$ cat config.mk
export PLATFORM = sky130hd
export DESIGN_NAME = imm_ext_pipe
export DESIGN_NICKNAME = d
export VERILOG_FILES = /design/src/rtl/imm_pkg.sv /design/src/rtl/imm_ext_core.sv /design/src/rtl/imm_ext_pipe.sv
export SDC_FILE = /design/constraint.sdc
export NUM_CORES = 1
export LEC_CHECK = 0
export BUFFER_PORTS_ARGS = -buffer_cell sky130_fd_sc_hd__clkbuf_2
export CORE_UTILIZATION = 50
export CTS_BUF_LIST = sky130_fd_sc_hd__clkbuf_8
export CTS_CLUSTER_SIZE = 28
export DETAILED_ROUTE_END_ITERATION = 7
export GPL_TIMING_DRIVEN = 0
export PLACE_DENSITY = 0.83
export SETUP_SLACK_MARGIN = 0.5
export SYNTH_ARGS = -nofsm -noshare
export SYNTH_HDL_FRONTEND = slang
export SYNTH_SLANG_ARGS = --single-unit
$ cat constraint.sdc
create_clock -name clk -period 5.24 [get_ports clk]
set_input_delay 0.262 -clock clk [delete_from_list [all_inputs] [get_ports clk]]
set_output_delay 0.262 -clock clk [all_outputs]
set_load 0.005 [all_outputs]
$ cat src/rtl/imm_pkg.sv
// Shared immediate-type codes, RV opcodes and the opcode-to-type decoder.
package imm_pkg;

  localparam logic [2:0] IMM_I   = 3'd0;
  localparam logic [2:0] IMM_S   = 3'd1;
  localparam logic [2:0] IMM_B   = 3'd2;
  localparam logic [2:0] IMM_J   = 3'd3;
  localparam logic [2:0] IMM_U   = 3'd4;
  localparam logic [2:0] IMM_Z   = 3'd5;
  localparam logic [2:0] IMM_BAD = 3'd6;

  localparam logic [6:0] OP_LOAD   = 7'b0000011;
  localparam logic [6:0] OP_IMM    = 7'b0010011;
  localparam logic [6:0] OP_IMM32  = 7'b0011011;
  localparam logic [6:0] OP_JALR   = 7'b1100111;
  localparam logic [6:0] OP_STORE  = 7'b0100011;
  localparam logic [6:0] OP_BRANCH = 7'b1100011;
  localparam logic [6:0] OP_JAL    = 7'b1101111;
  localparam logic [6:0] OP_LUI    = 7'b0110111;
  localparam logic [6:0] OP_AUIPC  = 7'b0010111;
  localparam logic [6:0] OP_SYSTEM = 7'b1110011;

  // funct3[2] separates CSR-immediate forms (uimm in rs1) from register forms.
  function automatic logic [2:0] decode_type(input logic [6:0] opcode, input logic funct3_2);
    case (opcode)
      OP_LOAD, OP_IMM, OP_IMM32, OP_JALR: return IMM_I;
      OP_STORE:                           return IMM_S;
      OP_BRANCH:                          return IMM_B;
      OP_JAL:                             return IMM_J;
      OP_LUI, OP_AUIPC:                   return IMM_U;
      OP_SYSTEM:                          return funct3_2 ? IMM_Z : IMM_I;
      default:                            return IMM_BAD;
    endcase
  endfunction

endpackage

$ cat src/rtl/imm_ext_core.sv
// Combinational immediate extender: instruction and type code to XLEN-wide immediate.
module imm_ext_core
  import imm_pkg::*;
#(
  parameter int XLEN = 32
) (
  input  logic [31:0]     instruction,
  input  logic [2:0]      imm_type,
  output logic [XLEN-1:0] imm,
  output logic            illegal
);

  logic [31:0] imm32;

  always_comb begin
    imm32   = '0;
    illegal = 1'b0;
    case (imm_type)
      IMM_I: imm32 = {{20{instruction[31]}}, instruction[31:20]};
      IMM_S: imm32 = {{20{instruction[31]}}, instruction[31:25], instruction[11:7]};
      IMM_B: imm32 = {{19{instruction[31]}}, instruction[31], instruction[7],
                      instruction[30:25], instruction[11:8], 1'b0};
      IMM_J: imm32 = {{11{instruction[31]}}, instruction[31], instruction[19:12],
                      instruction[20], instruction[30:21], 1'b0};
      IMM_U: imm32 = {instruction[31:12], 12'b0};
      IMM_Z: imm32 = {27'b0, instruction[19:15]};
      default: illegal = 1'b1;
    endcase
  end

  // Every 32-bit form is already correctly signed, so widening replicates bit 31.
  if (XLEN > 32) begin : g_wide
    assign imm = {{(XLEN-32){imm32[31]}}, imm32};
  end else begin : g_narrow
    assign imm = imm32;
  end

endmodule

$ cat src/rtl/imm_ext_pipe.sv
// Immediate extender with a 2-entry output FIFO; extends at acceptance, 1-cycle latency.
module imm_ext_pipe
  import imm_pkg::*;
#(
  parameter int XLEN        = 32,
  parameter bit AUTO_DECODE = 1'b0,
  parameter int TAG_W       = 5
) (
  input  logic             clk,
  input  logic             rst,
  input  logic             in_valid,
  output logic             in_ready,
  input  logic [31:0]      instruction,
  input  logic [2:0]       imm_src,
  input  logic [TAG_W-1:0] in_tag,
  output logic             out_valid,
  input  logic             out_ready,
  output logic [XLEN-1:0]  imm_ext,
  output logic             imm_illegal,
  output logic [TAG_W-1:0] out_tag
);

  logic [2:0]      imm_type;
  logic [XLEN-1:0] core_imm;
  logic            core_illegal;

  assign imm_type = AUTO_DECODE ? decode_type(instruction[6:0], instruction[14]) : imm_src;

  imm_ext_core #(
    .XLEN(XLEN)
  ) u_core (
    .instruction(instruction),
    .imm_type   (imm_type),
    .imm        (core_imm),
    .illegal    (core_illegal)
  );

  logic [XLEN-1:0]  mem_imm [2];
  logic             mem_ill [2];
  logic [TAG_W-1:0] mem_tag [2];
  logic             wr_ptr;
  logic             rd_ptr;
  logic [1:0]       count;
  logic             push;
  logic             pop;

  // A pop frees a slot in the same cycle, so a full buffer still accepts when draining.
  assign in_ready  = (count < 2'd2) || out_ready;
  assign out_valid = (count != 2'd0);
  assign push      = in_valid && in_ready;
  assign pop       = out_valid && out_ready;

  always_ff @(posedge clk or posedge rst) begin
    if (rst) begin
      for (int i = 0; i < 2; i++) begin
        mem_imm[i] <= '0;
        mem_ill[i] <= 1'b0;
        mem_tag[i] <= '0;
      end
      wr_ptr <= 1'b0;
      rd_ptr <= 1'b0;
      count  <= 2'd0;
    end else begin
      if (push) begin
        mem_imm[wr_ptr] <= core_imm;
        mem_ill[wr_ptr] <= core_illegal;
        mem_tag[wr_ptr] <= in_tag;
        wr_ptr          <= ~wr_ptr;
      end
      if (pop) begin
        rd_ptr <= ~rd_ptr;
      end
      if (push && !pop) begin
        count <= count + 2'd1;
      end else if (pop && !push) begin
        count <= count - 2'd1;
      end
    end
  end

  assign imm_ext     = out_valid ? mem_imm[rd_ptr] : '0;
  assign imm_illegal = out_valid ? mem_ill[rd_ptr] : 1'b0;
  assign out_tag     = out_valid ? mem_tag[rd_ptr] : '0;

endmodule

==> results of run 1 <==
==> logic make-up after synthesis <==
| family | after synthesis | share of synthesized area |
|---|---|---|
| compound gates | 64 | 0.102 |
| xor+xnor | 4 | 0.00841 |
| fa+ha+maj | 1 | 0.00300 |
| buf+inv | 36 | 0.0403 |
| flops | 80 | 0.481 |
| mux | 109 | 0.280 |
| simple gates | 71 | 0.0853 |
==> registers in the layout, indices dropped and copies added, names as in the netlist <==
name,cells
rd_ptr,1
count,2
wr_ptr,1
mem_tag,10
mem_ill,2
mem_imm,64
==> layout make-up <==
type,count,area [um2]
fillers,641,2960
flip-flops and latches,80,2000
multi-input cells,249,1990
repair buffers,76,400
clock buffers,10,138
plain buffers,28,138
well taps,102,128
clock inverters,6,91.3
inverters,8,32.5
==> routing by layer <==
| metal | part of all wire | global-route usage |
|---|---|---|
| met1 | 0.43 | 0.320 |
| met2 | 0.48 | 0.404 |
| met3 | 0.066 | 0.0659 |
| met4 | 0.023 | 0.103 |
| met5 | 0 | 0 |
==> power by group through the flow <==
stage	Combinational, W	Clock (W)	Sequential, W
floorplan	0.000855	0	0.00104
global placement	0.00124	0	0.00106
detailed placement	0.00128	0	0.00109
CTS	0.00128	0.000522	0.00107
global route	0.00141	0.000554	0.00111
finish	0.00127	0.000519	0.00107
==> cells in the final DEF (no fill, tap or decap), types with 2 or more instances in the layout <==
master	synthesis	routed
nor3b_1	3	3
a31oi_1	42	42
nor2_1	43	43
o21ai_0	2	2
o221ai_1	4	4
inv_1	5	4
clkinv_4	0	2
mux2_1	31	31
buf_4	5	5
xor2_1	2	2
clkbuf_1	12	12
nand4b_1	4	4
inv_2	3	3
a211oi_1	2	2
clkbuf_2	1	75
clkbuf_8	0	10
bufinv_16	0	2
mux2_2	29	29
mux2i_1	49	49
a21o_1	11	11
nand2_1	3	3
nor2b_1	8	8
and2b_1	2	2
xnor2_1	2	2
dfrtp_1	80	80
buf_2	10	10
==> worst max-delay path, stage by stage (launching register included) <==
cell	delay (ps)
dfrtp_1	420
nor2_1	200
clkbuf_1	390
clkbuf_1	530
nor2_1	130
clkbuf_2	140
==> what timing repair did <==
action	4_1_cts	5_1_grt
hold buffers	1	0
endpoints found under the hold margin	37	0
endpoints found under the setup margin	0	0
==> how the worst min path moves through the flow <==
stage / from / endpoint / cells after the start
after floorplan: in_tag[0] / mem_tag[5] / 1
after global placement: mem_imm[40] / mem_imm[40] / 1
after detailed placement: rst / mem_imm[58] / 2
after CTS: in_tag[4] / mem_tag[9] / 2
after global routing: in_tag[1] / mem_tag[6] / 2
final: in_tag[1] / mem_tag[6] / 2
==> stage by stage <==
stage / worst slack, ps / power [W] / hold WS, ps / utilization / area (um2)
2_1_floorplan: 2930 / 0.00189 / 394 / - / 4160
3_3_place_gp: 2170 / 0.00230 / 466 / 0.591 / 4660
3_5_place_dp: 3190 / 0.00236 / 311 / 0.594 / 4680
4_1_cts: 2810 / 0.00288 / 124 / 0.624 / 4920
5_1_grt: 2640 / 0.00307 / 125 / 0.624 / 4920
6_report: 2820 / 0.00286 / 133 / 0.624 / 4920
==> reports/summary.txt, run 1 <==
DIE HEIGHT -> 93.3 um
area leader, netlist -> dfrtp_1
placed instance count -> 542
syn_nets -> 410
layout cell share with drive strength beyond 1 -> 0.311
syn_area_per_cell -> 11.4 um2
CTS max path bufs -> 2
count leader, synth -> dfrtp_1
Syn Std Cell Area -> 4160 um2
Int Pwr -> 0.00182 W
Worst setup EP type -> output port
Layout Area Growth over Synthesis -> 18.2%
vias in the first global route -> 3323
Fin Clk Skew -> 9.31 ps
drt drc -> 0
Rows -> 32
non-filler cells in the finished layout -> 559
final hold vios -> 0
Worst setup SP type -> register
max_cap viols -> 0
worst skew pair latency -> 350 ps
Area contributors post-synth -> dfrtp_1, mux2i_1, mux2_1
n_diodes -> 0
reg2reg setup slack -> 3250 ps
r2r startpoint -> wr_ptr
Yosys reg bits -> 80
PwrDens -> 582 nW/um2
Slew headroom -> 0.399
clock transition at the registers of the reported paths -> 90 ps
total gr overflow -> 0
Async SR Flop Fraction -> 1.00
synth unique cells -> 35
Post-Route Setup TNS -> 0 ps
post-CTS resize count -> 0
post-synthesis sequential area ratio -> 0.481
Final ANT Viol Nets -> 0
Leak Pwr -> 2.47 nW
Slew Viols, Final -> 0
Most used DFF post-synth -> dfrtp_1
CTS tree -> yes
clk sinks -> 80
Tightest Pin Transition -> 899 ps
starting DRC count in detailed routing -> 179
Psw -> 0.00105 W
CTS Buf Count -> 9
worst vdd ir -> 0.288 mV
clock period minus worst slack -> 2420 ps
critical setup path kind -> register to output port
first-pass GRT wire length -> 16500 um
post-DR vias/cell -> 5.80
Post-CTS Setup Bufs -> 0
Syn Inst Count -> 365
most frequent cells after synthesis -> dfrtp_1, mux2i_1, nor2_1
Synth top area share -> 0.481
setup repair after global routing missed its margin -> false
dpl hpwl -> 7400 um
port bufs -> 74
GPL Wtd Cong -> 0.842
sw frac -> 0.365
Comb power frac -> 0.444
Starting Density -> 0.528
Core ar. -> 7890 um2
Hold Path Class -> input port to register
Via Count -> 3244
largest net degree at the start of global routing -> 44
Worst setup endpoint -> imm_ext[22]
Clock power frac -> 0.181
Max Freq -> 413 MHz
full die area -> 8700 um2
I/O Pins -> 84
die width -> 93.3 um
synth warn -> 0
Final nets -> 497
CP Launch Point -> count[0]
r2r endpoint -> mem_imm[53]
reg2reg path depth -> 4
root buffer cell -> clkbuf_8
Wirelength per Cell -> 17.8 um
H-tree depth -> 3
final WL -> 9960 um
critical path arrival -> 2160 ps
Post-synth EDFFs -> 0
final setup vio count -> 0
run status -> finished clean
gr usage total -> 0.250
period utilization -> 0.463
First-pass DRT Iterations -> 5
initial antenna violation count -> 0
worst-path maximum fanout -> 10
Flop pwr share -> 0.375
critical path required time -> 4980 ps
Power figures use the tool's default switching activity.
==> run 2: changes to the inputs <==
ABC_AREA = 1   (was unset)
PLACE_DENSITY = 0.86   (was 0.83)
clock period = 2 ns   (was 5.24 ns; I/O delays follow)
==> run 2 against run 1 <==
  * Synthesized cell count rose by 48%
  * Sequential power rose to 2.6 times the previous value
  * Worst setup slack got worse by 2400 ps
  * Clock skew barely moved
  * Highest routed layer unchanged
==> reports/summary.txt, run 2 <==
run status -> finished clean (unchanged)
Int Pwr -> 0.00492 W (was 0.00182 W)
Wirelength per Cell -> 16.8 um (was 17.8 um)
post-DR vias/cell -> 5.54 (was 5.80)
Tightest Pin Transition -> 324 ps (was 899 ps)
PwrDens -> 1580 nW/um2 (was 582 nW/um2)
Final ANT Viol Nets -> 0 (unchanged)
Placed Area -> 4590 um2 (was 4680 um2)
Yosys reg bits -> 80 (unchanged)
Synth top area share -> 0.496 (was 0.481)
critical setup path kind -> register to output port (unchanged)
Largest regs -> mem_imm x64, mem_tag x10 (unchanged)
Syn Inst Count -> 541 (was 365)
Rows -> 32 (unchanged)
Post-Route Setup TNS -> 0 ps (unchanged)
I/O Pins -> 84 (unchanged)
Slew headroom -> 0.784 (was 0.399)
layout cell share with drive strength beyond 1 -> 0.304 (was 0.311)
Flop pwr share -> 0.331 (was 0.375)
Starting Density -> 0.520 (was 0.528)
Top reg by flops -> mem_imm (unchanged)
clk sinks -> 80 (unchanged)
final setup vio count -> 0 (unchanged)
Max Freq -> 625 MHz
Hold Path Class -> input port to register (unchanged)
Layout Area Growth over Synthesis -> 32.4% (was 18.2%)
Async SR Flop Fraction -> 1.00 (unchanged)
largest net degree at the start of global routing -> 37 (was 44)
most frequent cells in the layout -> nand2_1, dfrtp_1, clkbuf_2, inv_1, a21oi_2 (was dfrtp_1, clkbuf_2, mux2i_1, nor2_1, a31oi_1)
Worst setup EP type -> output port (unchanged)
GPL Wtd Cong -> 0.933 (was 0.842)
vias in the first global route -> 4153 (was 3323)
critical path arrival -> 1500 ps (was 2160 ps)
sw frac -> 0.419 (was 0.365)
Slew Viols, Final -> 0 (unchanged)
max FFs per register -> 64 (unchanged)
final hold vios -> 0 (unchanged)
Crit path largest cell delay -> 400 ps (was 530 ps)
post-route design area -> 5350 um2 (was 4920 um2)
worst vdd ir -> 0.556 mV (was 0.288 mV)
syn_area_per_cell -> 7.47 um2 (was 11.4 um2)
initial antenna violation count -> 0 (unchanged)
H-tree depth -> 3 (unchanged)
worst-path maximum fanout -> 7 (was 10)
port bufs -> 74 (unchanged)
Area contributors post-synth -> dfrtp_1, nand2_1, a21oi_1 (was dfrtp_1, mux2i_1, mux2_1)
worst skew pair latency -> 360 ps (was 350 ps)
Via Count -> 4176 (was 3244)
total gr overflow -> 0 (unchanged)
DIE HEIGHT -> 91.9 um (was 93.3 um)
synth unique cells -> 24 (was 35)
max_cap viols -> 0 (unchanged)
gr usage total -> 0.312 (was 0.250)
Psw -> 0.00355 W (was 0.00105 W)
die width -> 91.9 um (was 93.3 um)
post-synthesis sequential area ratio -> 0.496 (was 0.481)
root buffer cell -> clkbuf_8 (unchanged)
CTS Buf Count -> 9 (unchanged)
Comb power frac -> 0.513 (was 0.444)
Leak Pwr -> 2.86 nW (was 2.47 nW)
Syn Std Cell Area -> 4040 um2 (was 4160 um2)
worst-path cell chain -> buf_6 > clkinv_8 > clkbuf_16 > nand2_4 > a21oi_4 > buf_2 (was nor2_1 > clkbuf_1 > clkbuf_1 > nor2_1 > clkbuf_2)
CTS tree -> yes (unchanged)
clock period minus worst slack -> 1600 ps
starting DRC count in detailed routing -> 399 (was 179)
Final nets -> 693 (was 497)
syn_nets -> 586 (was 410)
slowest CP cell -> dfrtp_1 (was clkbuf_1)
n_diodes -> 0 (unchanged)
clock transition at the registers of the reported paths -> 90 ps (about the same)
Fin Clk Skew -> 9.71 ps (was 9.31 ps)
Post-synth EDFFs -> 0 (unchanged)
area leader, netlist -> dfrtp_1 (unchanged)
final WL -> 12700 um (was 9960 um)
period utilization -> 0.801
dpl hpwl -> 7630 um (was 7400 um)
critical path required time -> 1900 ps (was 4980 ps)
most frequent cells after synthesis -> nand2_1, dfrtp_1, a21oi_1 (was dfrtp_1, mux2i_1, nor2_1)
commonest non-fill, non-tap cell in the layout -> nand2_1 (was dfrtp_1)
synth warn -> 0 (unchanged)
setup repair after global routing missed its margin -> true (was false)
Clock power frac -> 0.156 (was 0.181)
Most used DFF post-synth -> dfrtp_1 (unchanged)
drt drc -> 0 (unchanged)
Core ar. -> 7770 um2 (was 7890 um2)
full die area -> 8440 um2 (was 8700 um2)
count leader, synth -> nand2_1 (was dfrtp_1)
First-pass DRT Iterations -> 6 (was 5)
CTS max path bufs -> 2 (unchanged)
first-pass GRT wire length -> 20200 um (was 16500 um)
Worst setup SP type -> register (unchanged)
run 2: cell count changes in the layout (fill, tap and decap cells not counted), sizes merged, moves of 33 or more:
cell / delta
nand2: +263
mux2: -60
mux2i: -49
o21ai: +45
a31oi: -42
a21oi: +39
nor2: -34
buf: +33
run 2: logic make-up after synthesis:
group / Yosys count / share of synthesized area
AND/OR/NAND/NOR: 300 / 0.299
AO/OA/AOI/OAI: 88 / 0.114
flip-flops: 80 / 0.496
buffers and inverters: 69 / 0.0812
XOR/XNOR: 3 / 0.00651
adder cells (fa/ha/maj): 1 / 0.00310
run 2: final timing paths:
kind | cells after the start | slack (ps) | start | end
setup / recovery | 6 | 400 | rd_ptr | imm_ext[19]
hold / removal | 5 | 60 | instruction[14] | mem_imm[14]
setup reg to reg | 7 | 460 | count[1] | count[1]
hold reg to reg | 2 | 490 | mem_imm[44] | mem_imm[44]
max in group asynchronous | 5 | 1040 | rst | mem_imm[17]
min in group asynchronous | 3 | 240 | rst | mem_imm[59]
run 2: layout make-up:
class                           count  area [um2]
Clock inverter                      6        85.1
Sequential cell                    80        2000
Timing Repair Buffer               96         617
Fill cell                         575        2420
Clock buffer                        9         124
Buffer                             31         329
Inverter                           38         166
Multi-Input combinational cell    392        1900
Tap cell                          102         128
run 2: critical path, delay by kind of cell (launching register included):
kind                   cells  cell delay (ps)
AOI/OAI and AO/OA          1              140
buffers and inverters      4              530
DFF                        1              400
and+or+nand+nor            1               50
run 2: power groups by stage:
stage,logic (W),registers [W],clock network [W]
finish,0.00435,0.00280,0.00132
global route,0.00472,0.00287,0.00139
CTS,0.00386,0.00273,0.00130
detailed placement,0.00307,0.00273,0
global placement,0.00297,0.00270,0
floorplan,0.00196,0.00265,0
run 2: layer usage:
| layer | up-vias | GRT usage | part of all wire |
|---|---|---|---|
| met5 | - | 0 | 0 |
| met4 | 0 | 0.160 | 0.035 |
| met3 | 53 | 0.0614 | 0.089 |
| met2 | 230 | 0.496 | 0.48 |
| met1 | 1982 | 0.407 | 0.40 |
| li1 | 1911 | - | - |
run 2: stage by stage:
stage	hold WS, ps	setup WS (ps)	total power (W)	std cells	util
after floorplan	210	523	0.00460	541	-
after global placement	318	276	0.00567	717	0.585
after detailed placement	77.9	288	0.00580	719	0.590
after CTS	47.6	426	0.00790	749	0.667
after global routing	98.5	339	0.00898	754	0.689
final	56.8	399	0.00847	754	0.689
run 2: repair_timing:
item | CTS | global route
endpoints found under the hold margin | 50 | 0
setup endpoints to repair | 40 | 100
gates resized for setup | 85 | 58
pin swaps | 3 | 6
setup buffers | 6 | 4
cloned | 3 | 1
hold buffers | 6 | 0
==> run 3: changes to the inputs <==
PLACE_DENSITY = 0.83   (was 0.86)
clock period = 1.62 ns   (was 2 ns; I/O delays follow)
==> run 3 against run 2 <==
  * The run now ends with negative hold slack, negative setup slack left
  * Sequential share of layout area decreased by 8.2 points
  * Sequential power increased by 35%
  * Final cell count increased by 5.7%
  * Count of clock-buffer cells in the layout increased by 1
==> reports/summary.txt, run 3 (synthesis results as in run 2) <==
run status -> complete, but fails checks (was finished clean)
failing checks -> negative hold slack, negative setup slack
clk sinks -> 80 (unchanged)
vias in the first global route -> 5013 (was 4153)
post-DR vias/cell -> 6.68 (was 5.54)
Rows -> 32 (unchanged)
First-pass DRT Iterations -> 8 (was 6)
first-pass GRT wire length -> 27200 um (was 20200 um)
Hold Path Class -> input port to asynchronous set/reset pin (was input port to register)
Via Count -> 5321 (was 4176)
largest net degree at the start of global routing -> 30 (was 37)
clock transition at the registers of the reported paths -> 90 ps (about the same)
CP Launch Point -> count[1] (was rd_ptr)
full die area -> 8440 um2 (unchanged)
CTS Buf Count -> 9 (unchanged)
worst-case hold slack -> -229 ps (was 56.8 ps)
starting DRC count in detailed routing -> 897 (was 399)
initial antenna violation count -> 2 (was 0)
die width -> 91.9 um (unchanged)
GPL Wtd Cong -> 0.914 (was 0.933)
Worst setup EP type -> register (was output port)
r2r startpoint -> count[1] (unchanged)
PwrDens -> 2080 nW/um2 (was 1580 nW/um2)
worst skew pair latency -> 380 ps (was 360 ps)
reg2reg path depth -> 7 (unchanged)
Largest regs -> mem_imm x64, mem_tag x10 (unchanged)
Starting Density -> 0.520 (unchanged)
critical path arrival -> 2120 ps (was 1500 ps)
root buffer cell -> clkbuf_8 (unchanged)
final setup vio count -> 23 (was 0)
Top reg by flops -> mem_imm (unchanged)
max FFs per register -> 64 (unchanged)
Worst setup SP type -> register (unchanged)
final core utilization -> 0.883 (was 0.689)
# hold bufs at CTS -> 5 (was 6)
gr usage total -> 0.437 (was 0.312)
reg2reg setup slack -> -240 ps (was 460 ps)
final WL -> 21400 um (was 12700 um)
most frequent cells in the layout -> nand2_1, nand2_2, dfrtp_1, clkbuf_2, nand2_4 (was nand2_1, dfrtp_1, clkbuf_2, inv_1, a21oi_2)
I/O Pins -> 84 (unchanged)
worst vdd ir -> 1.20 mV (was 0.556 mV)
period utilization -> 1.15
Final ANT Viol Nets -> 0 (unchanged)
Core ar. -> 7770 um2 (unchanged)
critical path required time -> 1880 ps (was 1900 ps)
critical setup path kind -> register to register (was register to output port)
Max Freq -> 538 MHz
max_cap viols -> 0 (unchanged)
r2r endpoint -> count[1] (unchanged)
Fin Clk Skew -> 5.95 ps (was 9.71 ps)
worst-path maximum fanout -> 6 (was 7)
DIE HEIGHT -> 91.9 um (unchanged)
CTS tree -> yes (unchanged)
total gr overflow -> 0 (unchanged)
Layout Area Growth over Synthesis -> 69.9% (was 32.4%)
port bufs -> 74 (unchanged)
Slew headroom -> 0.567 (was 0.784)
Final nets -> 733 (was 693)
pre-CTS setup slack -> 13.4 ps (was 288 ps)
H-tree depth -> 3 (unchanged)
Tightest Pin Transition -> 648 ps (was 324 ps)
total power -> 0.0143 W (was 0.00847 W)
setup repair after global routing missed its margin -> true (unchanged)
Slew Viols, Final -> 0 (unchanged)
Worst setup endpoint -> count[1] (was imm_ext[19])
layout cell share with drive strength beyond 1 -> 0.556 (was 0.304)
drt drc -> 0 (unchanged)
CTS max path bufs -> 2 (unchanged)
commonest non-fill, non-tap cell in the layout -> nand2_1 (unchanged)
dpl hpwl -> 7790 um (was 7630 um)
final hold vios -> 26 (was 0)
clock period minus worst slack -> 1860 ps
Wirelength per Cell -> 26.9 um (was 16.8 um)
Leak Pwr -> 3.64 nW (was 2.86 nW)
Setup WS post-layout -> -239 ps (was 399 ps)
==> run 3: changes by cell type in the layout (fill, tap and decap cells not counted), sizes merged <==
cell,before,now
buf,49,92
bufinv,2,4
clkbuf,81,78
clkinv,3,2
diode,0,2
dlygate4sd3,6,5
inv,36,37
==> run 3: cell type report <==
cell class	instances	area [um2]
Clock buffer	10	138
Fill cell	295	906
Clock inverter	6	131
Antenna cell	2	5.00
Timing Repair inverter	2	23.8
Timing Repair Buffer	134	1280
Multi-Input combinational cell	392	2530
Sequential cell	80	2000
Inverter	38	189
Buffer	31	427
Tap cell	102	128
==> run 3: report_power, final <==
group	internal (W)	switching, W
Combinational	0.00372	0.00474
Clock	0.00122	0.000857
Sequential	0.00290	0.000862
==> run 3: stage by stage <==
stage                     setup TNS, ps  hold WS, ps  cell area, um2  instances
after floorplan                       0          191            4120        541
after global placement                0          296            4620        717
after detailed placement              0          174            4660        719
after CTS                             0         -209            6130        787
after global routing              -1780         -205            6860        796
final                             -1320         -229            6860        797
==> run 3: critical path: stages, from the launching register on <==
cell and delay [ps]:
dfrtp_2 460, nor2_4 180, inv_4 90, nand2_2 120, ha_4 230, a21oi_2 310, o21ai_1 190, xnor2_1 170
==> run 3: repair_timing <==
action                     CTS  global route
hold endpoints to repair    36            26
buffers inserted            30             6
resized for setup          190           193
cloned                      17             2
pin swaps                   26            56
setup endpoints to repair  119           120
==> run 3: worst min path at each step <==
stage               slack [ps]  startpoint          end  cells past startpoint
global route              -210         rst  mem_imm[58]                      2
global placement           300   in_tag[1]   mem_tag[1]                      3
detailed placement         170         rst  mem_imm[39]                      2
floorplan                  190   in_tag[0]   mem_tag[0]                      2
finish                    -230         rst  mem_imm[22]                      2
CTS                       -210         rst  mem_imm[59]                      2
==> run 3: layer usage <==
layer  global-route usage  wire (um)
met3                0.109       3040
met2                0.669       9420
met1                0.537       7060
met4                0.314       1900
met5                    0          0
